`config.mk`:
```
export PLATFORM = sky130hd
export DESIGN_NAME = cache_fill_ctrl
export DESIGN_NICKNAME = d
export VERILOG_FILES = /design/src/rtl/cache_fill_ctrl.sv
export SDC_FILE = /design/constraint.sdc
export NUM_CORES = 1
export LEC_CHECK = 0
export ABC_AREA = 1
export BUFFER_PORTS_ARGS = -buffer_cell sky130_fd_sc_hd__buf_2
export CORE_ASPECT_RATIO = 1.1
export CORE_MARGIN = 3
export CORE_UTILIZATION = 46
export DETAILED_ROUTE_END_ITERATION = 10
export GPL_TIMING_DRIVEN = 0
export PLACE_DENSITY = 0.86
export SETUP_SLACK_MARGIN = 0.3
export SLEW_MARGIN = 0
export SYNTH_ARGS = -nofsm -noshare
export SYNTH_HDL_FRONTEND = slang
export SYNTH_SLANG_ARGS = --single-unit
```
`constraint.sdc`:
```
create_clock -name clk -period 2.1 [get_ports clk]
set_input_delay 0.42 -clock clk [delete_from_list [all_inputs] [get_ports clk]]
set_output_delay 0.42 -clock clk [all_outputs]
set_load 0.01 [all_outputs]
```
`src/rtl/cache_fill_ctrl.sv`:
```
`default_nettype none
// ============================================================================
//  Module   : cache_fill_ctrl
//  Brief    : Fixed-priority cache-line fill engine streaming a block from a
//             pipelined main memory into the winning cache's data array.
//  Revision : 1.0
// ============================================================================
module cache_fill_ctrl #(
    parameter int DWIDTH          = 16,
    parameter int AWIDTH          = 16,
    parameter int WORDS_PER_BLOCK = 8,
    parameter int NUM_REQ         = 2
) (
    input  logic                                 clk,
    input  logic                                 rst,
    input  logic [NUM_REQ-1:0]                   req_i,
    input  logic [NUM_REQ*AWIDTH-1:0]            req_addr_i,
    output logic                                 mem_en_o,
    output logic [AWIDTH-1:0]                    mem_addr_o,
    input  logic                                 mem_data_valid_i,
    input  logic [DWIDTH-1:0]                    mem_data_i,
    output logic [NUM_REQ-1:0]                   grant_o,
    output logic                                 fill_we_o,
    output logic [$clog2(WORDS_PER_BLOCK)-1:0]   fill_idx_o,
    output logic [DWIDTH-1:0]                    fill_data_o,
    output logic                                 tag_we_o,
    output logic [NUM_REQ-1:0]                   fill_done_o,
    output logic                                 busy_o
);

    localparam int IDXW = $clog2(WORDS_PER_BLOCK);
    localparam int CNTW = IDXW + 1;
    localparam logic [AWIDTH-1:0] LINE_MASK = ~AWIDTH'(2 * WORDS_PER_BLOCK - 1);
    localparam logic [CNTW-1:0]   WPB_CNT   = CNTW'(WORDS_PER_BLOCK);
    localparam logic [CNTW-1:0]   LAST_CNT  = CNTW'(WORDS_PER_BLOCK - 1);

    typedef enum logic [0:0] {
        IDLE = 1'b0,
        FILL = 1'b1
    } state_t;

    state_t              state_q;
    logic [NUM_REQ-1:0]  grant_q;
    logic [AWIDTH-1:0]   base_q;
    logic [CNTW-1:0]     issue_cnt_q;
    logic [CNTW-1:0]     recv_cnt_q;

    logic [NUM_REQ-1:0]  sel_gnt;
    logic [AWIDTH-1:0]   sel_addr;
    logic                issue;
    logic                last_word;

    // Scan from the top so the lowest set index is the final assignment.
    always_comb begin
        sel_gnt  = '0;
        sel_addr = '0;
        for (int i = NUM_REQ - 1; i >= 0; i--) begin
            if (req_i[i]) begin
                sel_gnt    = '0;
                sel_gnt[i] = 1'b1;
                sel_addr   = req_addr_i[i*AWIDTH +: AWIDTH];
            end
        end
    end

    assign issue     = (state_q == FILL) && (issue_cnt_q < WPB_CNT);
    assign fill_we_o = (state_q == FILL) && mem_data_valid_i;
    assign last_word = fill_we_o && (recv_cnt_q == LAST_CNT);

    always_ff @(posedge clk) begin
        if (rst) begin
            state_q     <= IDLE;
            grant_q     <= '0;
            base_q      <= '0;
            issue_cnt_q <= '0;
            recv_cnt_q  <= '0;
        end else begin
            case (state_q)
                IDLE: begin
                    if (|req_i) begin
                        state_q     <= FILL;
                        grant_q     <= sel_gnt;
                        base_q      <= sel_addr & LINE_MASK;
                        issue_cnt_q <= '0;
                        recv_cnt_q  <= '0;
                    end
                end
                FILL: begin
                    if (issue) begin
                        issue_cnt_q <= issue_cnt_q + 1'b1;
                    end
                    if (last_word) begin
                        state_q     <= IDLE;
                        grant_q     <= '0;
                        issue_cnt_q <= '0;
                        recv_cnt_q  <= '0;
                    end else if (fill_we_o) begin
                        recv_cnt_q  <= recv_cnt_q + 1'b1;
                    end
                end
                default: begin
                    state_q <= IDLE;
                    grant_q <= '0;
                end
            endcase
        end
    end

    // Address and index are gated so idle cycles present all-zero buses.
    assign mem_en_o    = issue;
    assign mem_addr_o  = issue ? (base_q + AWIDTH'({issue_cnt_q, 1'b0})) : '0;
    assign fill_idx_o  = fill_we_o ? recv_cnt_q[IDXW-1:0] : '0;
    assign fill_data_o = fill_we_o ? mem_data_i : '0;
    assign tag_we_o    = last_word;
    assign fill_done_o = last_word ? grant_q : '0;
    assign grant_o     = grant_q;
    assign busy_o      = (state_q == FILL);

endmodule
`default_nettype wire

```
==> results.ini <==
[global_route]
overflow=0
grt_max_degree=14
grt_pass1_vias=1747
grt_pass1_wl_um=7479
antenna_found_initial=0
grt_usage_pct=23.44

[cts]
clk_path_buf_depth=2
clock-sinks=23
tritoncts=yes
root_buffer=clkbuf_4
numCtsBuffers=3
htreeDepth=1
clkTransAtPathRegs_ns=0.12
insertion_delay_ns=0.31
cts_hold_repair.buffers=0

[worst_setup_path]
path_cells=ha_4 > nand2_2 > nor2_4 > nand2_4 > buf_6 > buf_6 > a21oi_2 > buf_2
critPathBufInv=3
cp_common_cell=buf_6
worst-path-max-fanout=4
crit_type=flip-flop to output port
start_kind=flip-flop
cp_slowest_cell=dfxtp_4
critPathCaptureType=output port
arrival_ns=1.65
cp_top_family=flip-flops
crit_required_ns=1.68
critPathMaxStageDelay_ns=0.41
r2r_slack_ns=0.65

[placed_design]
gp_congestion=0.8216
dp_hpwl_um=3331
io_buffers=86
dp.cells=374
preCtsSetupSlack_ns=0.1950

[sta]
final-hold-violation-count=0
setup_violations=0
rsz0062_at_grt=yes
drv_slew=0
final.min_clock_period_ns=2.066
worst_slack_ns=0.03424
min_period_over_period_pct=98.37
tns_ns=0
maxClockFrequency_ghz=0.4841
skew_ns=0.003632

[power_and_ir_drop]
clock_power_share_pct=19.7
p_sw_share_pct=34.55
switchingPower_mw=0.3607
power.leakage_nw=1.283
combPwrFrac_pct=31.4
power_density_mw_per_mm2=445.8
seq_power_share_pct=48.9
vdd_drop_max_mv=0.4321
p_int_mw=0.6834

[yosys]
yosysTopAreaCell=dfxtp_1
syn_avg_cell_area_um2=5.970
syn_area_mm2=0.001516
synth.distinct_cells=22
yosysSeqAreaShare_pct=30.36
yosys_warnings=0
synth-seq-cells=23
yosys-top-cells-area=dfxtp_1 (30%), nor2_1 (12%), nand2_1 (11%)
synthesis.instances=254
synth_nets=311
synth_top_area_share_pct=30.36

[floorplan]
std_cell_rows=21
die_h_um=66.22
die-area_mm2=0.004023
core_mm2=0.003100
start_util_pct=48.91
die_w_um=60.75
top_level_ports=96

[routing]
drt_iter0_drc=109
dr.pass1.iters=4
vias=2005
vias_per_cell=5.102
wire_per_inst_um=12.63
routed_wl_um=4964
ant_nets=0
drc=0

[min_path]
worstHoldPathType=input pin to flip-flop

[run]
cap_viol_max_count=0

[final_layout]
fin_util_pct=75.54
stdcell_count=393
final_common_cell=buf_2
regArea_um2=476.7
nFillCells=248
final_cell_mix=buf_2 (87), inv_1 (41), nand2_1 (40), nor2_1 (39), a21oi_1 (22)
drive_above_1_share_pct=43.18
multi_input_area_um2=975.9
synthToLayoutAreaGrowth_pct=54.46
antenna_cells=0
nets=417

[run_status]
status=finished clean

worst paths after layout:
check	from	cells after the start	end
worst min-delay path	rst	2	busy_o
worst max register to register	issue_cnt_q[3]	10	issue_cnt_q[0]
worst min register to register	recv_cnt_q[1]	2	recv_cnt_q[1]
worst max-delay path	issue_cnt_q[3]	8	mem_addr_o[9]
registers in the layout, summed over array words and instances, names as in the netlist:
name / cells
grant_o: 2
busy_o: 1
issue_cnt_q: 4
base_q: 12
recv_cnt_q: 4
stage by stage:
step                instance area, µm²  power [mW]  hold slack (ns)
finish                            2342       1.044           0.3378
global route                      2342       1.110           0.3474
CTS                               2197       1.013           0.3319
detailed placement                1989      0.7881           0.4748
global placement                  1989      0.7805           0.4738
floorplan                         1516      0.6743           0.4498
logic make-up (layout without fill, tap and decap cells):
logic type               after synthesis  after routing  share of synthesized area (%)
buffers and inverters                 56            161                          14.77
AND/OR/NAND/NOR                      112            112                          29.87
adder cells (fa/ha/maj)                4              4                          3.300
flip-flops                            23             23                          30.36
other                                  1              1                         0.2473
AO/OA/AOI/OAI                         58             58                          21.45
cell type report:
class | instances | share of cell area, %
timing repair buffer | 101 | 24.52
clock inverter | 1 | 0.2137
clock buffer | 3 | 0.9615
inverter | 47 | 7.746
buffer | 9 | 2.724
multi-input combinational | 175 | 41.67
tap | 34 | 1.816
sequential | 23 | 20.35
layer usage:
metal  vias up  GRT usage (%)  share of wire [%]
met1       909          28.01                 39
met2        74          42.38                 53
li1       1012              -                  -
met4         0          7.588                1.8
met5         -              0                  0
met3        10          2.539                6.1
power groups by stage:
stage | Combinational [mW] | Clock (mW) | Sequential, mW
finish | 0.328 | 0.205 | 0.510
detailed placement | 0.275 | 0 | 0.513
floorplan | 0.168 | 0 | 0.506
CTS | 0.300 | 0.209 | 0.503
global route | 0.371 | 0.224 | 0.516
global placement | 0.269 | 0 | 0.512
synth_stat cells:
master,number
a21oi_1,23
a22oi_1,12
a31oi_1,1
buf_1,1
buf_2,5
buf_4,2
clkbuf_1,1
conb_1,1
dfxtp_1,23
ha_1,4
inv_1,45
inv_2,2
nand2_1,46
nand2_2,2
nand3_1,6
nand3_2,1
nand4_1,1
nor2_1,49
nor2_2,2
nor3_1,5
o21ai_0,21
o21ai_2,1
what timing repair did:
| item | CTS | global route |
|---|---|---|
| setup buffers | 9 | 5 |
| gates resized for setup | 37 | 34 |
| setup endpoints to repair | 27 | 29 |
| cloned | 1 | 0 |
| pin swaps | 10 | 9 |
Power figures use the tool's default switching activity.
